`src/rtl/digit_sequence_detector.sv`:
```
// Detects the display sequence 8,3,0,8,2,4,3,5,1 in a strobed BCD digit stream.
// Optional strobe debouncing is enabled by defining DIGIT_DEBOUNCE_EN.
module digit_sequence_detector #(
  parameter int DEBOUNCE_CYCLES = 500000,
  parameter int MATCH_CNT_W     = 4
) (
  input  logic                   PIN_Y2,
  input  logic                   SW0,
  input  logic [3:0]             digit_in,
  input  logic                   digit_strobe,
  output logic [3:0]             progress,
  output logic                   match,
  output logic [MATCH_CNT_W-1:0] match_count,
  output logic                   error,
  output logic [3:0]             output_z
);

  typedef enum logic [3:0] {
    K0, K1, K2, K3, K4, K5, K6, K7, K8, K9
  } state_t;

  localparam logic [3:0] BLANK = 4'b1010;

  state_t state;
  state_t state_next;
  logic   sync_a;
  logic   sync_b;
  logic   level;
  logic   level_prev;
  logic   accept;
  logic   digit_valid;
  logic   match_next;

  always_ff @(posedge PIN_Y2) begin
    if (SW0) begin
      sync_a     <= 1'b0;
      sync_b     <= 1'b0;
      level_prev <= 1'b0;
    end else begin
      sync_a     <= digit_strobe;
      sync_b     <= sync_a;
      level_prev <= level;
    end
  end

`ifdef DIGIT_DEBOUNCE_EN
  localparam int CNT_W = $clog2(DEBOUNCE_CYCLES + 1);
  logic [CNT_W-1:0] db_count;
  logic             db_level;

  // The debounced level only flips after the synchronized strobe has
  // disagreed with it for DEBOUNCE_CYCLES cycles in a row.
  always_ff @(posedge PIN_Y2) begin
    if (SW0) begin
      db_count <= '0;
      db_level <= 1'b0;
    end else if (sync_b != db_level) begin
      if (db_count == CNT_W'(DEBOUNCE_CYCLES - 1)) begin
        db_count <= '0;
        db_level <= sync_b;
      end else begin
        db_count <= db_count + 1'b1;
      end
    end else begin
      db_count <= '0;
    end
  end

  assign level = db_level;
`else
  logic debounce_unused;
  assign debounce_unused = (DEBOUNCE_CYCLES != 0);
  assign level = sync_b;
`endif

  assign accept      = level & ~level_prev;
  assign digit_valid = (digit_in <= 4'd9);

  function automatic logic [3:0] expected_digit(input state_t k);
    case (k)
      K0:      expected_digit = 4'd8;
      K1:      expected_digit = 4'd3;
      K2:      expected_digit = 4'd0;
      K3:      expected_digit = 4'd8;
      K4:      expected_digit = 4'd2;
      K5:      expected_digit = 4'd4;
      K6:      expected_digit = 4'd3;
      K7:      expected_digit = 4'd5;
      K8:      expected_digit = 4'd1;
      default: expected_digit = 4'd15;
    endcase
  endfunction

  always_ff @(posedge PIN_Y2) begin
    if (SW0) begin
      state <= K0;
    end else begin
      state <= state_next;
    end
  end

  // On a mismatch fall back to the longest suffix that is also a prefix:
  // a trailing 8 restarts at K1, and "8,3,0,8,3" leaves "8,3" matched.
  always_comb begin
    state_next = state;
    if (accept) begin
      if (!digit_valid) begin
        state_next = K0;
      end else if (state != K9 && digit_in == expected_digit(state)) begin
        state_next = state_t'(state + 4'd1);
      end else if (digit_in == 4'd8) begin
        state_next = K1;
      end else if (state == K4 && digit_in == 4'd3) begin
        state_next = K2;
      end else begin
        state_next = K0;
      end
    end
  end

  always_comb begin
    progress   = 4'(state);
    match_next = accept && (state_next == K9);
  end

  always_ff @(posedge PIN_Y2) begin
    if (SW0) begin
      match       <= 1'b0;
      match_count <= '0;
      error       <= 1'b0;
      output_z    <= BLANK;
    end else begin
      match <= match_next;
      if (match_next && match_count != '1) begin
        match_count <= match_count + 1'b1;
      end
      if (accept) begin
        error    <= ~digit_valid;
        output_z <= digit_valid ? digit_in : BLANK;
      end
    end
  end

endmodule
```
`config.mk`:
```
export PLATFORM = sky130hd
export DESIGN_NAME = digit_sequence_detector
export DESIGN_NICKNAME = d
export VERILOG_FILES = /design/src/rtl/digit_sequence_detector.sv
export SDC_FILE = /design/constraint.sdc
export NUM_CORES = 1
export LEC_CHECK = 0
export BUFFER_PORTS_ARGS = -buffer_cell sky130_fd_sc_hd__clkbuf_2
export CAP_MARGIN = 40
export CORE_UTILIZATION = 35
export DETAILED_ROUTE_END_ITERATION = 6
export GPL_TIMING_DRIVEN = 0
export PLACE_DENSITY_LB_ADDON = 0.12
export SLEW_MARGIN = 20
export SYNTH_ARGS = -nofsm -noshare
export SYNTH_HDL_FRONTEND = slang
export SYNTH_SLANG_ARGS = --single-unit
```
`constraint.sdc`:
```
create_clock -name PIN_Y2 -period 3.2 [get_ports PIN_Y2]
set_input_delay 0.48 -clock PIN_Y2 [delete_from_list [all_inputs] [get_ports PIN_Y2]]
set_output_delay 0.48 -clock PIN_Y2 [all_outputs]
set_load 0.005 [all_outputs]
```
== Word level (Yosys, flattened, before mapping) ==
Memory sizes are Yosys's and may differ from the RTL's. A register that Yosys moved wholly into a read port is not among the register bits.
Index checks and enable logic that the tools add are counted.
Word-level totals
  input bits: 7
  memories: 1
  bits in registers: 17
  ROM bits: 64
  output and inout bits: 14
Operators by class
  $add $sub $neg: 2
  muxes and demuxes: 9
  eq/ne operators: 7
  bitwise operators: 3
  reductions and logical operators: 4
  magnitude comparators: 1
Memories
  (no name shown): depth 16, bits a word 4, rd ports 1, clocked after Yosys merged registers in 1, wr ports 0, line 80  | case (k)
Operators by type and width (number)
  4-bit two-way mux: 7
  4-bit by 1-bit adder with 4-bit output (second input constant): 2
  4-bit equality test (second input constant): 2
  4-bit != test (second input constant): 2
  4-bit by 2-bit equality test with 1-bit output (second input constant): 1
  4-bit by 3-bit equality test with 1-bit output (second input constant): 1
  4-bit equality test: 1
  4-bit less-or-equal comparator (second input constant): 1
  1-bit logical AND: 4
  2-bit two-way mux: 2
  1-bit NOT: 2
  1-bit AND: 1

== Longest topological paths before layout ==
Gate-level depths: netlist of the first run.
  depth after elaboration: 11
  gate-level depth with buffers: 11
  depth with buffers taken out: 11

== Worst setup path after synthesis of the first run ==
Ideal clock, no wire load.
  path kind: flip-flop to flip-flop
  from: register state[0], in the netlist progress[0]
  to: register match_count[3]
  stages on the path, launching flop included: 8
  buffers on the path: 0
  arrival: 2.215 ns
  setup slack: 0.869 ns
  path through: dfxtp_1 inv_1 ha_1 or4_1 a211o_1 a211oi_2 a211oi_1 a31o_1
On the way
  word-level cells in the longest chain between the ends: 10
RTL lines
  start: declaration: line 24  | state_t state;
  start signal: assignment: line 98  | state <= state_next;
  4-bit by 3-bit equality test with 1-bit output: line 113  | end else if (state == K4 && digit_in == 4'd3) begin
  1-bit logical AND: line 113
  2-bit two-way mux: line 113
  2-bit two-way mux: line 111  | end else if (digit_in == 4'd8) begin
  4-bit two-way mux: line 109  | end else if (state != K9 && digit_in == expected_digit(state)) begin
  4-bit two-way mux: line 107  | if (!digit_valid) begin
  4-bit two-way mux (*): line 106  | if (accept) begin
  4-bit equality test (*): line 123  | match_next = accept && (state_next == K9);
  1-bit logical AND (*): line 123
  1-bit logical AND (*): line 134  | if (match_next && match_count != '1) begin
  end signal: assignment: line 135  | match_count <= match_count + 1'b1;
  end: declaration: line 13  | output logic [MATCH_CNT_W-1:0] match_count,
Every way passes the cells marked *; elsewhere a longest branch is shown, timed or not.
A chain may end at the register's enable or synchronous reset.

== Worst setup path after layout of the first run ==
  from: register state[1], in the netlist progress[1]
  to: register match_count[3]
The elaborated chain is that of the path after synthesis.

==> results of run 1 <==
[cell type report]
class	instances	area [um2]	area share
multi-input combinational	97	648.1	0.4990
clock buffer	3	22.52	0.01734
sequential	21	420.4	0.3237
timing repair buffer	20	100.1	0.07707
clock inverter	1	7.507	0.005780
inverter	8	30.03	0.02312
tap	44	55.05	0.04239
buffer	4	15.01	0.01156
[power by group]
part           switching [mW]  total, mW  internal (mW)
Sequential            0.00501      0.274          0.269
Clock                  0.0864      0.134         0.0477
Combinational          0.0317     0.0525         0.0208
Total                   0.123      0.460          0.337
[worst paths after layout]
kind / slack, ps / end / cells past startpoint
hold reg to reg: 450 / level / 1
setup / recovery: 670 / match_count[3] / 8
hold / removal: 370 / sync_a / 2
setup reg to reg: 670 / match_count[3] / 8
[cell families after synthesis]
family / after synthesis / share of synthesized area
compound gates: 29 / 0.1876
xor+xnor: 5 / 0.03932
fa+ha+maj: 6 / 0.06741
buf+inv: 12 / 0.04045
flops: 21 / 0.3775
mux: 1 / 0.008989
simple gates: 56 / 0.2787
[metrics by stage]
step,power [mW],worst slack (ps),hold WS (ps),cell area [um2]
5_1_grt,0.4851,469.9,365.0,1299
2_1_floorplan,0.3122,869.2,413.8,1114
3_3_place_gp,0.3305,640.0,418.9,1269
3_5_place_dp,0.3320,641.6,431.0,1269
4_1_cts,0.4667,652.1,361.5,1299
6_report,0.4602,674.0,371.2,1299
[synthesized netlist by cell type (all sizes together), types with 2 or more instances]
cell,instances,area share
nor3,2,0.0090
nor4b,2,0.016
nor2,13,0.044
o31ai,3,0.020
nand2,11,0.037
a32oi,2,0.016
and3b,2,0.016
nand3b,3,0.020
a211oi,3,0.025
nand3,4,0.018
and3,2,0.011
or3b,2,0.016
o21bai,2,0.013
clkbuf,3,0.010
nand2b,3,0.017
a21oi,6,0.027
a211o,2,0.016
o21ai,3,0.013
dfxtp,21,0.38
nor4,2,0.011
ha,6,0.067
inv,8,0.027
nor2b,4,0.022
a21o,2,0.013
xnor2,5,0.039
[per-layer routing]
layer / wire [um] / GRT usage
met1: 1138 / 0.1954
met2: 1096 / 0.2709
met3: 113 / 0.06154
met4: 45 / 0.07143
met5: 0 / 0
==> flow_summary.ini, run 1 <==
[status]
outcome = completed

[placed_design]
io_buffers = 20
hpwl_um = 1862
dp.cells = 194
gp_congestion = 0.8078

[die]
coreArea_mm2 = 0.003028
initial_core_util = 0.3678
die_width_um = 58.41
rows = 20
die_height_um = 58.41
dieArea_mm2 = 0.003411
io_pins = 21

[clock_tree]
cts_tree = done
cts_made_buffers = 3
postCtsSetupBuffers = 0
clkLatencyLatePin_ps = 310
post_cts_resized = 0
htreeDepth = 1
cts-root-buf = clkbuf_4
clockBufferDepth = 2
path_clk_slew_ps = 130
postCtsHoldBufs = 0
cts_sinks = 21

[setup_path]
required_ps = 3430
worst-path-max-fanout = 6
start_kind = flip-flop
crit_path_end_kind = flip-flop
crit_family = compound AO/OA/AOI/OAI gates
startpoint = progress[1]
slowest_delay_ps = 480
worst_ep_arrival_time_ps = 2750
r2r-start = progress[1]
path_buf_inv = 1
crit_chain = inv_1 > ha_1 > and3b_1 > or4_1 > a211o_1 > a211oi_2 > a211oi_1 > a31o_1
slowest_stage = or4_1
worstSetupPathType = flip-flop to flip-flop

[synthesis]
synthArstFlopShare = 0
yosysWarnings = 0
synth-seq-cells = 21
syn_area_mm2 = 0.001114
synth_enable_flop_cells = 0
synthCells = 130
synth_nets = 143
synth.avg_cell_area_um2 = 8.566
yosysSeqAreaShare = 0.3775
yosys_most_used_dff = dfxtp_1
ys_types = 41

[sta]
relSlewSlack = 0.6469
fmax_ghz = 0.3959
setup_viol = 0
grt_setup_unrepaired = false
post-route-period-util = 0.7894
tns_ps = 0
final.setup_skew_ps = 7.371
fin_crit_ps = 2526
maxSlewViolCount = 0
finalHoldViolations = 0
tightest_slew_ps = 529.6

[final_layout]
final_nets = 168
final_cell_mix = dfxtp_1, clkbuf_2, nor2_1
drive_gt1_frac = 0.1688
instances_no_fill = 198
diodes = 0
final_common_cell = dfxtp_1
nFillCells = 319
area_growth_pct = 16.63
final_util = 0.4289

[hold_path]
hold_path_class = primary input to flip-flop
worstHoldStart = digit_strobe

[routing]
route.detailed.drc = 0
drtPass1Iterations = 5
vias = 996
antenna_left = 0
first_iter_violations = 45
routed_wl_um = 2393
wl_per_cell_um = 12.09
via_per_inst = 5.030

[run]
cap_violations = 0

[global_route]
grt_pass1_wl_um = 4222
track_usage = 0.1659
grt_pass1_vias = 950
grt-ovfl-total = 0
grt_max_degree = 14
antenna_found_initial = 0

[power]
pwr_density_cell_mw_per_mm2 = 354.4
max-vdd-ir-drop_mv = 0.2651
leakagePower_nw = 0.5277
Note: power is estimated with default switching activity, not from simulation.
==> run 2, diff against run 1 <==
- clock period: 3.2 -> 2.6 ns (I/O delays scaled with it)
==> run 2 against run 1 <==
- power rose by 24%
- sequential share of layout area fell by 0.087 points
- worst setup slack lost 500 ps
==> flow_summary.ini, run 2 (same netlist as run 1, synthesis figures left out) <==
[routing]
drtPass1Iterations = 4
antenna_left = 0
route.detailed.drc = 0
via_per_inst = 5.010
wl_per_cell_um = 12.13
vias = 992
first_iter_violations = 37
routed_wl_um = 2401

[hold_path]
hold_path_class = primary input to flip-flop

[placed_design]
io_buffers = 20
place_area_mm2 = 0.001269
gp_congestion = 0.8078
hpwl_um = 1862

[final_layout]
diodes = 0
nFillCells = 319
final_area_mm2 = 0.001310
area_growth_pct = 17.64
final_cell_mix = clkbuf_2, dfxtp_1, nor2_1
drive_gt1_frac = 0.1883
final_nets = 168
final_common_cell = clkbuf_2

[setup_path]
crit_family = compound AO/OA/AOI/OAI gates
worst-path-max-fanout = 6
crit_path_end_kind = flip-flop
path_buf_inv = 1
slowest_stage = or4_1
required_ps = 2830
worst_ep_arrival_time_ps = 2650
start_kind = flip-flop
slowest_delay_ps = 480
worstSetupPathType = flip-flop to flip-flop
crit_chain = inv_1 > ha_1 > and3b_1 > or4_1 > a211o_1 > a211oi_4 > a211oi_1 > a31o_1

[clock_tree]
cts-root-buf = clkbuf_4
cts_sinks = 21
cts_tree = done
htreeDepth = 1
postCtsSetupBuffers = 0
clockBufferDepth = 2
post_cts_resized = 0
clkLatencyLatePin_ps = 320
cts_made_buffers = 3
path_clk_slew_ps = 130
postCtsHoldBufs = 0

[sta]
setup_viol = 0
relSlewSlack = 0.6413
tns_ps = 0
fin_crit_ps = 2422
finalHoldViolations = 0
maxSlewViolCount = 0
post-route-period-util = 0.9316
grt_setup_unrepaired = false
fmax_ghz = 0.4129
final.setup_skew_ps = 7.884
tightest_slew_ps = 538.0

[die]
initial_core_util = 0.3678
dieArea_mm2 = 0.003411
io_pins = 21
die_width_um = 58.41
coreArea_mm2 = 0.003028
rows = 20
die_height_um = 58.41

[global_route]
grt_pass1_wl_um = 4222
antenna_found_initial = 0
track_usage = 0.1659
grt-ovfl-total = 0
grt_pass1_vias = 950
grt_max_degree = 14

[power]
max-vdd-ir-drop_mv = 0.3284
pwr_density_cell_mw_per_mm2 = 434.3
leakagePower_nw = 0.5297

[run]
cap_violations = 0

[status]
outcome = completed
[run 2: cell types whose count changed in the layout (fill, tap and decap cells not counted)]
cell	previous run	this run
a211oi_2	1	0
dfxtp_1	21	19
clkbuf_2	20	21
clkbuf_1	3	2
a211oi_4	0	1
dfxtp_2	0	2
[run 2: where the power goes]
part	switching, mW	internal, mW
clock network	0.108	0.0588
registers	0.00621	0.331
logic	0.0390	0.0258
total	0.153	0.416
[run 2: routing by layer]
layer | vias up | wire length, um | track usage
met5 | - | 0 | 0
met4 | 0 | 55 | 0.07143
met3 | 9 | 119 | 0.06154
met2 | 24 | 1115 | 0.2709
met1 | 447 | 1110 | 0.1954
li1 | 512 | - | -
[run 2: per-stage QoR]
step                hold WS [ps]  total power, mW  setup WS, ps    util  cells
finish                     276.9           0.5689         178.0  0.4326    198
global route               275.0           0.5979         6.164  0.4326    198
global placement           418.9           0.4068         78.29  0.4190    194
detailed placement         431.0           0.4086         71.42  0.4190    194
floorplan                  413.8           0.3842         269.2       -    130
CTS                        271.5           0.5744         52.11  0.4289    198
[run 2: path summary, 6_finish.rpt]
kind / cells after the start / from / slack, ps / end
max: 8 / progress[1] / 180 / match_count[3]
min: 2 / digit_strobe / 280 / sync_a
max reg2reg: 8 / progress[1] / 180 / match_count[3]
min reg2reg: 1 / sync_a / 450 / level
[run 2: layout make-up]
cell class	instances	area, um2	area share
clock inverter	1	7.507	0.005731
tap	44	55.05	0.04202
inverter	8	30.03	0.02292
timing repair buffer	20	100.1	0.07641
buffer	4	16.27	0.01242
multi-input combinational	97	655.6	0.5005
clock buffer	3	22.52	0.01719
sequential	21	422.9	0.3228
==> run 3, diff against run 2 <==
- CORE_ASPECT_RATIO: not set -> 0.7
==> run 3 against run 2 <==
- power rose by 9.5%
- largest cell class unchanged
- core utilization up 3.0 points
- largest power group unchanged
- flip-flop and latch count is the same
- non-clock buffer count unchanged
==> flow_summary.ini, run 3 (same netlist as run 1, synthesis figures left out) <==
[sta]
fin_crit_ps = 2457
final.setup_skew_ps = 4.924
relSlewSlack = 0.6138
tns_ps = 0
tightest_slew_ps = 579.2
setup_viol = 0
finalHoldViolations = 0
fin_ws_ps = 143.0
maxSlewViolCount = 0
grt_setup_unrepaired = false
holdWs_ps = 332.3
post-route-period-util = 0.9450
fmax_ghz = 0.4070

[setup_path]
slowest_stage = or4_1
crit_path_end_kind = flip-flop
worst-path-max-fanout = 6
slowest_delay_ps = 490
crit_family = compound AO/OA/AOI/OAI gates
required_ps = 2760
crit_end = match_count[3]
cp.depth = 8
crit_chain = inv_1 > ha_1 > and3b_2 > or4_1 > a211o_4 > a211oi_4 > a211oi_2 > a31o_1
startpoint = progress[1]
worst_ep_arrival_time_ps = 2620
regToRegSetupSlack_ps = 140
path_buf_inv = 1
r2r-start = progress[1]
worstSetupPathType = flip-flop to flip-flop
r2r-end = match_count[3]
ff2ff_path_depth = 8
start_kind = flip-flop

[power]
switching_share = 0.2552
intPower_mw = 0.4640
pwr_density_cell_mw_per_mm2 = 464.0
p_total_mw = 0.6229
p_clk_frac = 0.352
power_frac_comb = 0.108
p_sw_mw = 0.1590
max-vdd-ir-drop_mv = 0.2683
seq_power_share = 0.540
leakagePower_nw = 0.5399

[final_layout]
nFillCells = 275
final_nets = 168
area_growth_pct = 20.56
final_common_cell = clkbuf_2
diodes = 0
final_util = 0.4625
drive_gt1_frac = 0.2143
final_area_mm2 = 0.001343
instances_no_fill = 190
final_cell_mix = clkbuf_2, dfxtp_1, nor2_1

[routing]
vias = 1013
first_iter_violations = 53
drtPass1Iterations = 4
antenna_left = 0
routed_wl_um = 2598
wl_per_cell_um = 13.67
via_per_inst = 5.332
route.detailed.drc = 0

[placed_design]
place_area_mm2 = 0.001259
dpl_worst_slack_ps = 36.80
dp.cells = 186
gp_congestion = 0.8065
hpwl_um = 1898
io_buffers = 20

[clock_tree]
path_clk_slew_ps = 80
clkLatencyLatePin_ps = 260
cts_sinks = 21
postCtsSetupBuffers = 0
cts-root-buf = clkbuf_8
cts_made_buffers = 3
cts_tree = done
clockBufferDepth = 2
htreeDepth = 1

[die]
die_height_um = 49.19
dieArea_mm2 = 0.003415
die_width_um = 69.42
initial_core_util = 0.3836
coreArea_mm2 = 0.002903
rows = 16
io_pins = 21

[status]
outcome = completed

[global_route]
track_usage = 0.1605
grt-ovfl-total = 0
grt_pass1_wl_um = 4374
grt_pass1_vias = 920
grt_max_degree = 14
antenna_found_initial = 0

[hold_path]
whs_path_depth = 2
worstHoldStart = digit_strobe
hold_path_class = primary input to flip-flop

[run]
cap_violations = 0
-- run 3: cell counts in the layout (fill, tap and decap cells not counted) --
No cell type changed its count.
-- run 3: worst min-delay path by stage --
stage                  end  slack, ps
global placement     level        420
finish              sync_a        330
global route        sync_a        350
CTS                 sync_a        330
floorplan            level        410
detailed placement   level        430
-- run 3: final cells by class --
cell class              count  area, um2  area share
multi-input cells          97      676.9      0.5042
flip-flops and latches     21      425.4      0.3169
repair buffers             20      100.1     0.07456
well taps                  36      45.04     0.03355
clock buffers               3      41.29     0.03075
inverters                   8      30.03     0.02237
plain buffers               4      16.27     0.01212
clock inverters             1      7.507    0.005592
-- run 3: routing by layer --
metal | up-vias | track usage | routed length (um)
met4 | 0 | 0.02041 | 27
met2 | 35 | 0.2379 | 1116
met1 | 462 | 0.2228 | 1258
met3 | 6 | 0.06612 | 197
met5 | - | 0 | 0
li1 | 510 | - | -
-- run 3: repair_timing --
action,in CTS,in global routing
hold endpoints to repair,0,0
setup endpoints to repair,0,5
hold buffers,0,0
gates resized for setup,0,10
-- run 3: power groups by stage --
| stage | registers [mW] | logic (mW) | clock network (mW) |
|---|---|---|---|
| finish | 0.337 | 0.0671 | 0.219 |
| global route | 0.338 | 0.0754 | 0.240 |
| CTS | 0.337 | 0.0649 | 0.224 |
| detailed placement | 0.344 | 0.0646 | 0 |
| global placement | 0.344 | 0.0624 | 0 |
| floorplan | 0.343 | 0.0410 | 0 |
